==> config.mk <==
export PLATFORM = sky130hd
export DESIGN_NAME = register_bank
export DESIGN_NICKNAME = d
export VERILOG_FILES = /design/src/rtl/register_bank.sv
export SDC_FILE = /design/constraint.sdc
export NUM_CORES = 1
export LEC_CHECK = 0
export ABC_AREA = 1
export BUFFER_PORTS_ARGS = -buffer_cell sky130_fd_sc_hd__buf_2
export CORE_ASPECT_RATIO = 0.7
export CORE_UTILIZATION = 53
export CTS_CLUSTER_SIZE = 20
export DETAILED_ROUTE_END_ITERATION = 6
export PLACE_DENSITY = 0.8
export REMOVE_ABC_BUFFERS = 1
export SLEW_MARGIN = 20
export SYNTH_ARGS = -nofsm -noshare
export SYNTH_HDL_FRONTEND = slang
export SYNTH_SLANG_ARGS = --single-unit
==> constraint.sdc <==
create_clock -name CLOCK -period 2.1 [get_ports CLOCK]
set_input_delay 0.315 -clock CLOCK [delete_from_list [all_inputs] [get_ports CLOCK]]
set_output_delay 0.315 -clock CLOCK [all_outputs]
set_load 0.01 [all_outputs]
==> src/rtl/register_bank.sv <==
// Datapath register file: PC, R1, R2, TR, R, AC, AR loaded from BUS_C or stepped in place,
// with registered zero flags for AC and R that track their registers edge-for-edge.
module register_bank #(
    parameter int                 WIDTH    = 16,
    parameter logic [WIDTH-1:0]   PC_RESET = 16'h0000
) (
    input  logic             CLOCK,
    input  logic             RESET,
    input  logic [6:0]       WRITE_EN,
    input  logic             INC_PC,
    input  logic             INC_AR,
    input  logic             INC_R1,
    input  logic             DEC_R,
    input  logic             CLR_AC,
    input  logic [WIDTH-1:0] BUS_C,
    output logic [WIDTH-1:0] PC,
    output logic [WIDTH-1:0] R1,
    output logic [WIDTH-1:0] R2,
    output logic [WIDTH-1:0] TR,
    output logic [WIDTH-1:0] R,
    output logic [WIDTH-1:0] AC,
    output logic [WIDTH-1:0] AR,
    output logic             Z_AC,
    output logic             Z_R
);

    localparam logic [WIDTH-1:0] ONE  = {{(WIDTH-1){1'b0}}, 1'b1};
    localparam logic [WIDTH-1:0] ZERO = {WIDTH{1'b0}};

    logic [WIDTH-1:0] pc_r, r1_r, r2_r, tr_r, r_r, ac_r, ar_r;
    logic [WIDTH-1:0] pc_s, r1_s, r2_s, tr_s, r_s, ac_s, ar_s;
    logic             z_ac_r, z_r_r;

    // Next-state selection per register: clear, then load, then step, then hold.
    always_comb begin
        pc_s = pc_r;
        r1_s = r1_r;
        r2_s = r2_r;
        tr_s = tr_r;
        r_s  = r_r;
        ac_s = ac_r;
        ar_s = ar_r;

        if (WRITE_EN[0]) begin
            pc_s = BUS_C;
        end else if (INC_PC) begin
            pc_s = pc_r + ONE;
        end else begin
            pc_s = pc_r;
        end

        if (WRITE_EN[1]) begin
            r1_s = BUS_C;
        end else if (INC_R1) begin
            r1_s = r1_r + ONE;
        end else begin
            r1_s = r1_r;
        end

        if (WRITE_EN[2]) begin
            r2_s = BUS_C;
        end else begin
            r2_s = r2_r;
        end

        if (WRITE_EN[3]) begin
            tr_s = BUS_C;
        end else begin
            tr_s = tr_r;
        end

        if (WRITE_EN[4]) begin
            r_s = BUS_C;
        end else if (DEC_R) begin
            r_s = r_r - ONE;
        end else begin
            r_s = r_r;
        end

        if (CLR_AC) begin
            ac_s = ZERO;
        end else if (WRITE_EN[5]) begin
            ac_s = BUS_C;
        end else begin
            ac_s = ac_r;
        end

        if (WRITE_EN[6]) begin
            ar_s = BUS_C;
        end else if (INC_AR) begin
            ar_s = ar_r + ONE;
        end else begin
            ar_s = ar_r;
        end
    end

    // State and flag registers; flags come from next-state so they never lag their register.
    always_ff @(posedge CLOCK) begin
        if (RESET) begin
            pc_r   <= PC_RESET;
            r1_r   <= ZERO;
            r2_r   <= ZERO;
            tr_r   <= ZERO;
            r_r    <= ZERO;
            ac_r   <= ZERO;
            ar_r   <= ZERO;
            z_ac_r <= 1'b1;
            z_r_r  <= 1'b1;
        end else begin
            pc_r   <= pc_s;
            r1_r   <= r1_s;
            r2_r   <= r2_s;
            tr_r   <= tr_s;
            r_r    <= r_s;
            ac_r   <= ac_s;
            ar_r   <= ar_s;
            z_ac_r <= (ac_s == ZERO);
            z_r_r  <= (r_s == ZERO);
        end
    end

    assign PC   = pc_r;
    assign R1   = r1_r;
    assign R2   = r2_r;
    assign TR   = tr_r;
    assign R    = r_r;
    assign AC   = ac_r;
    assign AR   = ar_r;
    assign Z_AC = z_ac_r;
    assign Z_R  = z_r_r;

endmodule

==> key figures <==
Run status
  • Outcome: completed

Detailed routing
  • Final WL: around 17000 µm
  • First drt pass iteration count: 5
  • DR vias: between 5000 and 6000
  • Drt wl/cell: ~16 µm
  • Drt drc: 0
  • Routed vias/inst: about 5.4
  • Post-route ant nets: 0
  • 1st-iter DRT viols: roughly 550

Placement
  • Placer Congestion: roughly 0.91
  • PortBufs: about 140
  • Post-DP HPWL: around 11000 µm

Critical path
  • Worst Setup End Kind: flop
  • CP Launch Point: AR[0]
  • Worst-case reg-to-reg path depth: 7
  • Crit Path Category: flop to flop
  • Startpoint types: flop
  • Worst EP arrival: between 2 and 2.5 ns
  • Crit path max fanout: 5
  • Critical path required time: approximately 2.4 ns
  • FF-to-FF setup slack: between 0.3 and 0.4 ns
  • RR Endpoint: AR[12]
  • R2R Path Start: AR[0]

STA
  • Pins Over Slew Limit: 0
  • Final hold viol count: 0
  • # setup viols final: 0
  • Peak Freq: around 560 MHz
  • Worst Tran Pin Value: 0.691 ns
  • Unrepaired setup endpoints after global routing: no
  • Clock Skews: 0.00511 ns
  • Post-layout min period: 1.80 ns
  • Final setup TNS: 0 ns
  • Worst rel slew slack: a little over half
  • Fin crit share: 85.6%

Clock tree
  • Clk_lat worst skew: approximately 0.41 ns
  • Resized cells post-CTS: 0
  • Clock buffer count from CTS: 17
  • CTS tree: done
  • Max clock buf depth: 2
  • Setup Fix Bufs, Post-CTS: 0
  • Clk sinks: 114
  • Clk slew on worst S/H paths: around 0.060 ns
  • CTS H-tree lvls: 4
  • CTS Root Cell: clkbuf_16
  • CTS hold repair buffers: 0

Cells and area
  • Fillers: slightly above 800
  • Most common library cell in the layout ignoring fill and taps: nand2_1
  • Final nets: 946
  • ANT cells: 0
  • Most frequent cells in the layout: 165 x nand2_1, 143 x buf_2, 114 x dfxtp_1, 83 x a21oi_1, 72 x o21ai_0
  • Syn-to-layout area delta: 25.8%
  • Layout cells sized above 1: between 20% and 30%

Yosys
  • Post-Syn Area: around 5500 µm²
  • Top cell type's share of synthesized area: approximately 41%
  • Syn. warnings: 0
  • Distinct cells, synth: 35
  • Post-synthesis register bit count: 114
  • Synthesized area per cell: 7.17 µm²
  • Mapped Cells: just under 800
  • Synth area leaders: dfxtp_1 41%, nand2_1 11%, a21oi_1 7.5%, o21ai_0 6.5%, inv_1 4.5%
  • Synth area leader: dfxtp_1
  • Register area share after synthesis: 41.2%

Global route
  • Number of global-route vias before repair: around 5000
  • Pin count of the biggest net entering global routing: 57
  • First-pass GRT wire length: approximately 26000 µm
  • GR Overflow Total: 0
  • Total Routing Usage GR: a little under a third
  • Initial antenna violation count: 0

Hold path
  • HP Class: input pin to flop
  • Hold path cells: 3
  • Min-delay src: BUS_C[13]
  • Hold path endpoint: PC[13]

Power and ir drop
  • Tot Pwr: roughly 6.3 mW
  • Lkg Pwr: between 3 and 4 nW
  • PD cells: between 800 and 900 nW/µm²
  • Peak VDD IR: a little over 800 µV

Floorplanning
  • Chip height: roughly 88 µm
  • Rows: 30
  • Ports: around 140
  • Core box area: a little under 10000 µm²
  • Die width: approximately 120 µm
  • Die area: 10900 µm²
  • Starting Density: around 56%

Job
  • Max-cap violations: 0
==> critical path, cell delays in order (launching register included) <==
cell and delay [ns]:
dfxtp_1 0.40, ha_1 0.20, nand3_1 0.13, nor3_1 0.43, nand4_1 0.17, xnor2_1 0.17
nand2_1 0.06, a21oi_1 0.14
==> metrics by stage <==
| stage | cells | worst slack, ns | hold WS (ns) | util, % | instance area (µm²) |
|---|---|---|---|---|---|
| floorplan | 741 | 0.523 | 0.384 | - | 5400 |
| global placement | 1021 | 0.438 | 0.499 | 64.1 | 6350 |
| detailed placement | 1021 | 0.372 | 0.506 | 64.1 | 6350 |
| CTS | 1053 | 0.349 | 0.227 | 70.4 | 6980 |
| global route | 1053 | 0.146 | 0.247 | 70.4 | 6980 |
| finish | 1053 | 0.302 | 0.245 | 70.4 | 6980 |
==> cells by family after synthesis <==
kind of cell	after synthesis	share of synthesized area, %
simple gates	333	27.4
fa+ha+maj	4	0.903
compound gates	185	17.7
buf+inv	103	7.45
xor+xnor	34	5.37
flops	114	41.2
==> how the worst max path moves through the flow <==
stage | cells after the start | slack (ns) | end
after floorplan | 13 | 0.52 | Z_R
after global placement | 13 | 0.44 | Z_R
after detailed placement | 7 | 0.37 | AR[12]
after CTS | 7 | 0.35 | AR[12]
after global routing | 7 | 0.15 | AR[12]
final | 7 | 0.30 | AR[12]
==> power by group <==
group / total (mW) / switching (mW) / internal [mW]
clock: 2.99 / 1.08 / 1.91
sequential: 2.44 / 0.133 / 2.31
combinational: 0.840 / 0.540 / 0.301
==> metal layers <==
metal	share of wire, %	global-route usage (%)
met1	47	43.5
met2	42	47.0
met3	9.4	9.96
met4	1.0	7.45
met5	0	0
==> synthesized netlist by cell type (all sizes together) <==
master          n
a21oi          83
a22oi          10
a31oi          14
buf            10
clkbuf         21
clkinv          1
dfxtp         114
dlymetal6s2s    1
ha              4
inv            70
nand2         181
nand3          49
nand3b          3
nand4           8
nor2           83
nor3            6
nor3b           2
o21ai          74
o21bai          1
o221ai          2
o31ai           1
or2             1
xnor2          16
xor2           18
==> registers in the layout, summed over array words and instances, names as in the netlist <==
signal and cells:
R2 16, Z_R 1, TR 16, PC 16, Z_AC 1, R 16, AC 16, AR 16
R1 16
==> layout make-up <==
class                           count  area [µm²]  share of cell area, %
Multi-Input combinational cell    556        2850                   40.9
Sequential cell                   114        2280                   32.7
Timing Repair Buffer              152         796                   11.4
Clock buffer                       18         439                   6.30
Inverter                           71         267                   3.82
Clock inverter                     14         181                   2.60
Tap cell                          128         160                   2.30
Note: power is estimated with default switching activity, not from simulation.
